`src/rtl/cia_access_ctrl_if.sv`:
```
// cia_access_ctrl_if: synchronized CIA bus side and register-file side of cia_access_ctrl
// slave = the access controller, master = bus/register-file environment.
interface cia_access_ctrl_if #(parameter int ADDR_W = 4);
    logic              cs_n;
    logic              reg_decode;
    logic              e;
    logic              rw;
    logic [ADDR_W-1:0] addr;
    logic [7:0]        data_in;
    logic [7:0]        reg_rdata;
    logic [ADDR_W-1:0] reg_addr;
    logic [7:0]        reg_wdata;
    logic              reg_wr;
    logic              reg_rd;
    logic [7:0]        data_out;
    logic              data_oe;
    logic              timeout;
    modport slave (
        input  cs_n, reg_decode, e, rw, addr, data_in, reg_rdata,
        output reg_addr, reg_wdata, reg_wr, reg_rd, data_out, data_oe, timeout
    );
    modport master (
        output cs_n, reg_decode, e, rw, addr, data_in, reg_rdata,
        input  reg_addr, reg_wdata, reg_wr, reg_rd, data_out, data_oe, timeout
    );
endinterface

```
`src/rtl/cia_access_ctrl.sv`:
```
// cia_access_ctrl: turns E-clock-synchronous CIA accesses into single-cycle reg_rd/reg_wr strobes
// Define CIA_TIMEOUT_EN to build the WAIT_E/ACCESS watchdog (TIMEOUT, CNT_W parameters).
module cia_access_ctrl #(
    parameter int ADDR_W = 4
`ifdef CIA_TIMEOUT_EN
    ,parameter int TIMEOUT = 96
    ,parameter int CNT_W   = 7
`endif
) (
    input logic clk,
    input logic rst,
    cia_access_ctrl_if.slave bus
);
    typedef enum logic [1:0] {IDLE, WAIT_E, ACCESS, HOLD} state_t;
    state_t            r_state;
    logic              r_e_d;
    logic              r_rw;
    logic [ADDR_W-1:0] r_reg_addr;
    logic [7:0]        r_reg_wdata;
    logic              r_reg_wr;
    logic              r_reg_rd;
    logic [7:0]        r_data_out;
    logic              r_data_oe;
    logic              w_e_rise;
    logic              w_e_fall;
    logic              w_to;
    assign w_e_rise = bus.e & ~r_e_d;
    assign w_e_fall = ~bus.e & r_e_d;
`ifdef CIA_TIMEOUT_EN
    logic [CNT_W-1:0] r_cnt;
    logic             r_timeout;
    logic             w_cnt_en;
    assign w_cnt_en = (r_state == WAIT_E) || (r_state == ACCESS);
    // chip-select release outranks the watchdog, so no pulse on a normal deselect
    assign w_to = w_cnt_en && !bus.cs_n && (r_cnt == CNT_W'(TIMEOUT - 1));
    always_ff @(posedge clk) begin
        r_cnt     <= (rst || r_state == IDLE) ? '0 : (w_cnt_en && r_cnt != '1) ? r_cnt + 1'b1 : r_cnt;
        r_timeout <= rst ? 1'b0 : w_to;
    end
    assign bus.timeout = r_timeout;
`else
    assign w_to        = 1'b0;
    assign bus.timeout = 1'b0;
`endif
    always_ff @(posedge clk) begin
        if (rst) begin
            r_state     <= IDLE;
            r_e_d       <= 1'b0;
            r_rw        <= 1'b0;
            r_reg_addr  <= '0;
            r_reg_wdata <= '0;
            r_reg_wr    <= 1'b0;
            r_reg_rd    <= 1'b0;
            r_data_out  <= '0;
            r_data_oe   <= 1'b0;
        end else begin
            r_e_d    <= bus.e;
            r_reg_wr <= 1'b0;
            r_reg_rd <= 1'b0;
            case (r_state)
                IDLE: if (!bus.cs_n && bus.reg_decode) r_state <= WAIT_E;
                WAIT_E: begin
                    if (bus.cs_n) r_state <= IDLE;
                    else if (w_to) r_state <= HOLD;
                    else if (w_e_rise && bus.reg_decode) begin
                        r_state    <= ACCESS;
                        r_reg_addr <= bus.addr;
                        r_rw       <= bus.rw;
                        r_reg_rd   <= bus.rw;
                    end
                end
                ACCESS: begin
                    if (bus.cs_n || w_to) begin
                        r_state   <= bus.cs_n ? IDLE : HOLD;
                        r_data_oe <= 1'b0;
                    end else begin
                        if (r_reg_rd) begin
                            r_data_out <= bus.reg_rdata;
                            r_data_oe  <= 1'b1;
                        end
                        if (w_e_fall) begin
                            r_state <= HOLD;
                            if (!r_rw) begin
                                r_reg_wdata <= bus.data_in;
                                r_reg_wr    <= 1'b1;
                            end
                        end
                    end
                end
                HOLD: if (bus.cs_n) begin
                    r_state   <= IDLE;
                    r_data_oe <= 1'b0;
                end
                default: r_state <= IDLE;
            endcase
        end
    end
    assign bus.reg_addr  = r_reg_addr;
    assign bus.reg_wdata = r_reg_wdata;
    assign bus.reg_wr    = r_reg_wr;
    assign bus.reg_rd    = r_reg_rd;
    assign bus.data_out  = r_data_out;
    assign bus.data_oe   = r_data_oe;
endmodule

```
`src/flat_wrapper.sv`:
```
// flat-port wrapper written by rule: the top's interface ports become plain ports
module cia_access_ctrl_flat 
#(
    parameter int ADDR_W = 4

)
  (clk, rst, bus_cs_n, bus_reg_decode, bus_e, bus_rw, bus_addr, bus_data_in, bus_reg_rdata, bus_reg_addr, bus_reg_wdata, bus_reg_wr, bus_reg_rd, bus_data_out, bus_data_oe, bus_timeout);
  cia_access_ctrl_if #(.ADDR_W(ADDR_W)) bus_i ();
  input logic clk;
  input logic rst;
  input wire logic [$bits(bus_i.cs_n)-1:0] bus_cs_n;
  input wire logic [$bits(bus_i.reg_decode)-1:0] bus_reg_decode;
  input wire logic [$bits(bus_i.e)-1:0] bus_e;
  input wire logic [$bits(bus_i.rw)-1:0] bus_rw;
  input wire logic [$bits(bus_i.addr)-1:0] bus_addr;
  input wire logic [$bits(bus_i.data_in)-1:0] bus_data_in;
  input wire logic [$bits(bus_i.reg_rdata)-1:0] bus_reg_rdata;
  output wire logic [$bits(bus_i.reg_addr)-1:0] bus_reg_addr;
  output wire logic [$bits(bus_i.reg_wdata)-1:0] bus_reg_wdata;
  output wire logic [$bits(bus_i.reg_wr)-1:0] bus_reg_wr;
  output wire logic [$bits(bus_i.reg_rd)-1:0] bus_reg_rd;
  output wire logic [$bits(bus_i.data_out)-1:0] bus_data_out;
  output wire logic [$bits(bus_i.data_oe)-1:0] bus_data_oe;
  output wire logic [$bits(bus_i.timeout)-1:0] bus_timeout;
  assign bus_i.cs_n = bus_cs_n;
  assign bus_i.reg_decode = bus_reg_decode;
  assign bus_i.e = bus_e;
  assign bus_i.rw = bus_rw;
  assign bus_i.addr = bus_addr;
  assign bus_i.data_in = bus_data_in;
  assign bus_i.reg_rdata = bus_reg_rdata;
  assign bus_reg_addr = bus_i.reg_addr;
  assign bus_reg_wdata = bus_i.reg_wdata;
  assign bus_reg_wr = bus_i.reg_wr;
  assign bus_reg_rd = bus_i.reg_rd;
  assign bus_data_out = bus_i.data_out;
  assign bus_data_oe = bus_i.data_oe;
  assign bus_timeout = bus_i.timeout;
  cia_access_ctrl #(.ADDR_W(ADDR_W)) u_core (.clk(clk), .rst(rst), .bus(bus_i));
endmodule
```
`config.mk`:
```
export PLATFORM = sky130hd
export DESIGN_NAME = cia_access_ctrl_flat
export DESIGN_NICKNAME = d
export VERILOG_FILES = /design/src/rtl/cia_access_ctrl_if.sv /design/src/rtl/cia_access_ctrl.sv /design/src/flat_wrapper.sv
export SDC_FILE = /design/constraint.sdc
export NUM_CORES = 1
export LEC_CHECK = 0
export CORE_ASPECT_RATIO = 1.2
export CORE_MARGIN = 2
export CORE_UTILIZATION = 40
export DETAILED_ROUTE_END_ITERATION = 8
export GPL_ROUTABILITY_DRIVEN = 0
export GPL_TIMING_DRIVEN = 0
export HOLD_SLACK_MARGIN = 0.03
export PLACE_DENSITY_LB_ADDON = 0.15
export RECOVER_POWER = 50
export SYNTH_ARGS = -nofsm -noshare
export SYNTH_HDL_FRONTEND = slang
export SYNTH_SLANG_ARGS = --single-unit
export TNS_END_PERCENT = 20
```
`constraint.sdc`:
```
create_clock -name clk -period 1.8 [get_ports clk]
set_clock_uncertainty 0.2 [all_clocks]
set_input_delay 0.36 -clock clk [delete_from_list [all_inputs] [get_ports clk]]
set_output_delay 0.36 -clock clk [all_outputs]
set_load 0.02 [all_outputs]
```
### Word level (Yosys, flattened, before mapping)

Index checks and enable logic that the tools add are counted.

* bits in registers: 27
* latch bits: 0
* RAM bits: 0
* memory bits (read-only): 0
* bits of input ports: 26
* output and inout port bits: 24
* memories kept: 0

* add/subtract/negate cells: 0
* multipliers: 0
* div/mod/pow operators: 0
* order comparisons: 0
* equal/unequal tests: 8
* shift operators: 0
* mux-type cells: 12
* bitwise logic cells: 10
* reductions and logical operators: 12

Operator list (number)
* $mux W2: 6
* $ne A3 B2 Y1 const B: 3
* $reduce_and A3 Y1: 3
* $not A1 Y1: 8
* $pmux W2 S4: 1
* $reduce_and A4 Y1: 2
* $reduce_or A4 Y1: 2
* $eq A2 B2 Y1 const B: 2
* $mux W1: 4
* $and A1 B1 Y1: 2
* $eq A2 B1 Y1 const B: 1
* $logic_and A1 B1 Y1: 2
* $logic_not A2 Y1: 1
* $ne A2 B1 Y1 const B: 1
* $ne A2 B2 Y1 const B: 1
* $pmux W1 S2: 1
* $reduce_bool A2 Y1: 1
* $logic_not A1 Y1: 1

### Logic depth before layout (Yosys ltp)

* depth in word-level cells: 6
* gate-level depth with buffers: 5

### Worst setup path after synthesis

No wires, ideal clock.

* kind: register to register
* start point: register u_core.r_reg_rd, in the netlist u_core.bus.reg_rd
* end point: register u_core.r_data_out[0], in the netlist u_core.bus.data_out[0]
* arrival: 1.042 ns
* required time: 1.472 ns
* slack: 0.431 ns
* cell stages (with the launch flop): 5
* buffers on the path: 1
* path through: dfxtp_1 > and4bb_2 > buf_6 > mux2i_1 > nor2_1

* cells in the longest elaborated chain, start to end: 1

Ends and longest elaborated chain
* start, declared: line cia_access_ctrl.sv:21 `logic r_reg_rd;`
* start signal, assigned: line cia_access_ctrl.sv:69 `r_reg_rd <= bus.rw;`
* $reduce_and A3 Y1 (no line)
* end signal, assigned: line cia_access_ctrl.sv:78 `r_data_out <= bus.reg_rdata;`
* end, declared: line cia_access_ctrl.sv:22 `logic [7:0] r_data_out;`

No other way between the ends.
A chain may end at the register's enable or synchronous reset.

### Worst setup path in the final report

* start point: input bus_cs_n
* end point: register u_core.r_data_out[2], in the netlist u_core.bus.data_out[2]

* cells in the longest elaborated chain, start to end: 2

Ends and longest elaborated chain
* start, declared: line flat_wrapper.sv:11 `input wire logic [$bits(bus_i.cs_n)-1:0] bus_cs_n;`
* $not A1 Y1 (no line)
* $reduce_and A3 Y1 (no line)

No other way between the ends.

==> summary.md <==
| Metric | Value |
|---|---|
| Global-route wire length before repair | approximately 3800 um |
| Highest Clock Rate | 604 MHz |
| Worst-Skew Late Latency | 0.31 ns |
| Die height | roughly 61 um |
| Final design utilization | about 63% |
| Area post-placement | between 0.0015 and 0.002 mm2 |
| RSZ-0062 raised after global routing | no |
| CP max FO | 8 |
| Largest net degree at the start of global routing | 16 |
| Gr usage total | 15.3% |
| Post-synthesis register bit count | 27 |
| Arrival @ worst endpoint | around 1.7 ns |
| Vias | about 940 |
| Fin area | approximately 0.0016 mm2 |
| Synth Instances | 114 |
| Power Total | slightly below 0.001 W |
| Max Cap Viol | 0 |
| TritonCTS Buffers | 3 |
| Mean post-synth cell area | between 9 and 10 um2 |
| Mapped Area | 0.00109 mm2 |
| CTS tree | done |
| Period minus WS final | ~1.7 ns |
| Synth warn | 0 |
| Fin crit share | 92.0% |
| Crit end category | register |
| R2r setup slk | ~0.32 ns |
| Crit start category | primary input |
| Area Overhead vs Synth | 47.7% |
| Num rows | 20 |
| Post-CTS setup buffers | 0 |
| Pins Over Slew Limit | 0 |
| PortBufs | between 40 and 50 |
| Via density | approximately 4.7 |
| Most frequent cells in the layout | 27 x dfxtp_1, 26 x nand2_1, 24 x clkdlybuf4s50_1 |
| Final setup violation count | 0 |
| Vias in the first global route | approximately 900 |
| Initial antenna violation count | 0 |
| Endpoints failing hold | 0 |
| Layout cells sized above 1 | 7.23% |
| I/O pin cnt | 50 |
| Max clock buf depth | 2 |
| Die area | roughly 0.0032 mm2 |
| Net count after synthesis | 140 |
| Congestion Overflow GR | 0 |
| Status | finished, final reports clean |
| Clk slew on worst S/H paths | about 0.15 ns |
| Final worst-path setup slack | approximately 0.14 ns |
| Die X | 51.7 um |
| Fin nets | between 150 and 200 |
| Leading cell type in the layout, fill and taps excluded | dfxtp_1 |
| VDD IR max | between 0.4 and 0.5 mV |
| DRT Pass-1 Iters | 4 |
| Post-route ant nets | 0 |
| Post-CTS Hold Fix Bufs | 0 |
| DRC violations left | 0 |
| CTS Sinks | 27 |
| CP required | around 1.8 ns |
| Post-DP HPWL | between 1500 and 2000 um |
| Worst hold path type | reg2reg |
| Hold WS | approximately 0.26 ns |
| Clk root buf | clkbuf_4 |
| Core Box Area | 0.00258 mm2 |
| Initial Utilization | between 40% and 50% |
| Depth of the CTS H-tree | 1 |
| Post-synthesis sequential area ratio | between 40% and 50% |
| Synth cell types | 25 |
| Static Leak | 0.709 nW |
| Drt initial violations | 20 |
| Post-Place Worst Slack | -0.209 ns |
| CP Class | in2reg |
| Total wire length | 2250 um |
| Wire per inst | approximately 11 um |
| Antenna cell count | 0 |
| PwrDens | slightly below 600 mW/mm2 |
==> synth_stat cells, drive strengths merged <==
cell type	number	area share (%)
and2	1	0.57
and3	2	1.1
mux2i	21	19
o211ai	1	0.69
conb	1	0.34
nor3	2	1.9
inv	3	1.0
dfxtp	27	49
nand3b	1	0.69
buf	5	3.7
nor4b	1	0.80
nor2b	2	1.1
or3	1	0.69
nand2b	1	0.57
nor2	10	3.4
and4bb	1	1.1
a21oi	2	0.92
a41oi	1	0.80
a211oi	2	1.4
clkbuf	2	0.69
nand2	26	8.9
and2b	1	0.69
==> worst paths after layout <==
path	cells past startpoint	to	start
setup / recovery	5	u_core.bus.data_out[2]$_SDFFE_PP0P_	bus_cs_n
hold / removal	2	u_core.bus.reg_wdata[4]$_SDFFE_PP0P_	u_core.bus.reg_wdata[4]$_SDFFE_PP0P_
hold reg to reg	2	u_core.bus.reg_wdata[4]$_SDFFE_PP0P_	u_core.bus.reg_wdata[4]$_SDFFE_PP0P_
setup reg to reg	3	u_core.bus.reg_addr[1]$_SDFFE_PP0P_	u_core.r_state[0]$_SDFFE_PP0P_
==> flip-flops by register name, summed over array words and instances (netlist names) <==
| signal | cells |
|---|---|
| u_core.r_e_d | 1 |
| u_core.bus.reg_addr | 4 |
| u_core.bus.reg_wr | 1 |
| u_core.bus.data_out | 8 |
| u_core.bus.reg_rd | 1 |
| u_core.r_rw | 1 |
| u_core.bus.reg_wdata | 8 |
| u_core.r_state | 2 |
| u_core.bus.data_oe | 1 |
==> stage by stage <==
step	instances	setup TNS (ns)
floorplan	114	0
CTS	199	0
global placement	195	-2.28
global route	199	0
finish	199	0
detailed placement	195	-2.69
==> report_power, final <==
group	internal, W	total (W)	switching, W
clock network	0.0000830	0.000257	0.000174
registers	0.000601	0.000604	0.00000300
logic	0.0000627	0.000102	0.0000390
==> kinds of logic after synthesis <==
logic type,count (synthesis),synth area share [%]
AO/OA/AOI/OAI,6,3.78
flip-flops,27,49.5
AND/OR/NAND/NOR,49,21.8
buffers and inverters,10,5.38
multiplexers,21,19.2
other,1,0.343
==> worst max-delay path, stage by stage <==
cell             delay, ns
clkdlybuf4s50_1       0.54
and4bb_2              0.36
buf_6                 0.15
mux2i_1               0.20
nor2_1                0.05
==> area by class of cell <==
type | instances | area [um2]
Fill cell | 242 | 965
Sequential cell | 27 | 541
Multi-Input combinational cell | 77 | 493
Timing Repair Buffer | 48 | 452
Buffer | 7 | 47.5
Tap cell | 33 | 41.3
Clock buffer | 3 | 22.5
Inverter | 3 | 11.3
Clock inverter | 1 | 5.00
==> metal layers <==
metal / share of wire, % / vias to the layer above / global-route usage (%)
met1: 43 / 420 / 18.5
met5: 0 / - / 0
li1: - / 483 / -
met2: 48 / 32 / 27.7
met4: 0.84 / 0 / 5.64
met3: 7.8 / 2 / 2.43
==> timing repair <==
item	4_1_cts	5_1_grt
resized for setup	23	0
hold endpoints to repair	0	0
endpoints found under the setup margin	23	0
(Power assumes the default switching activity.)
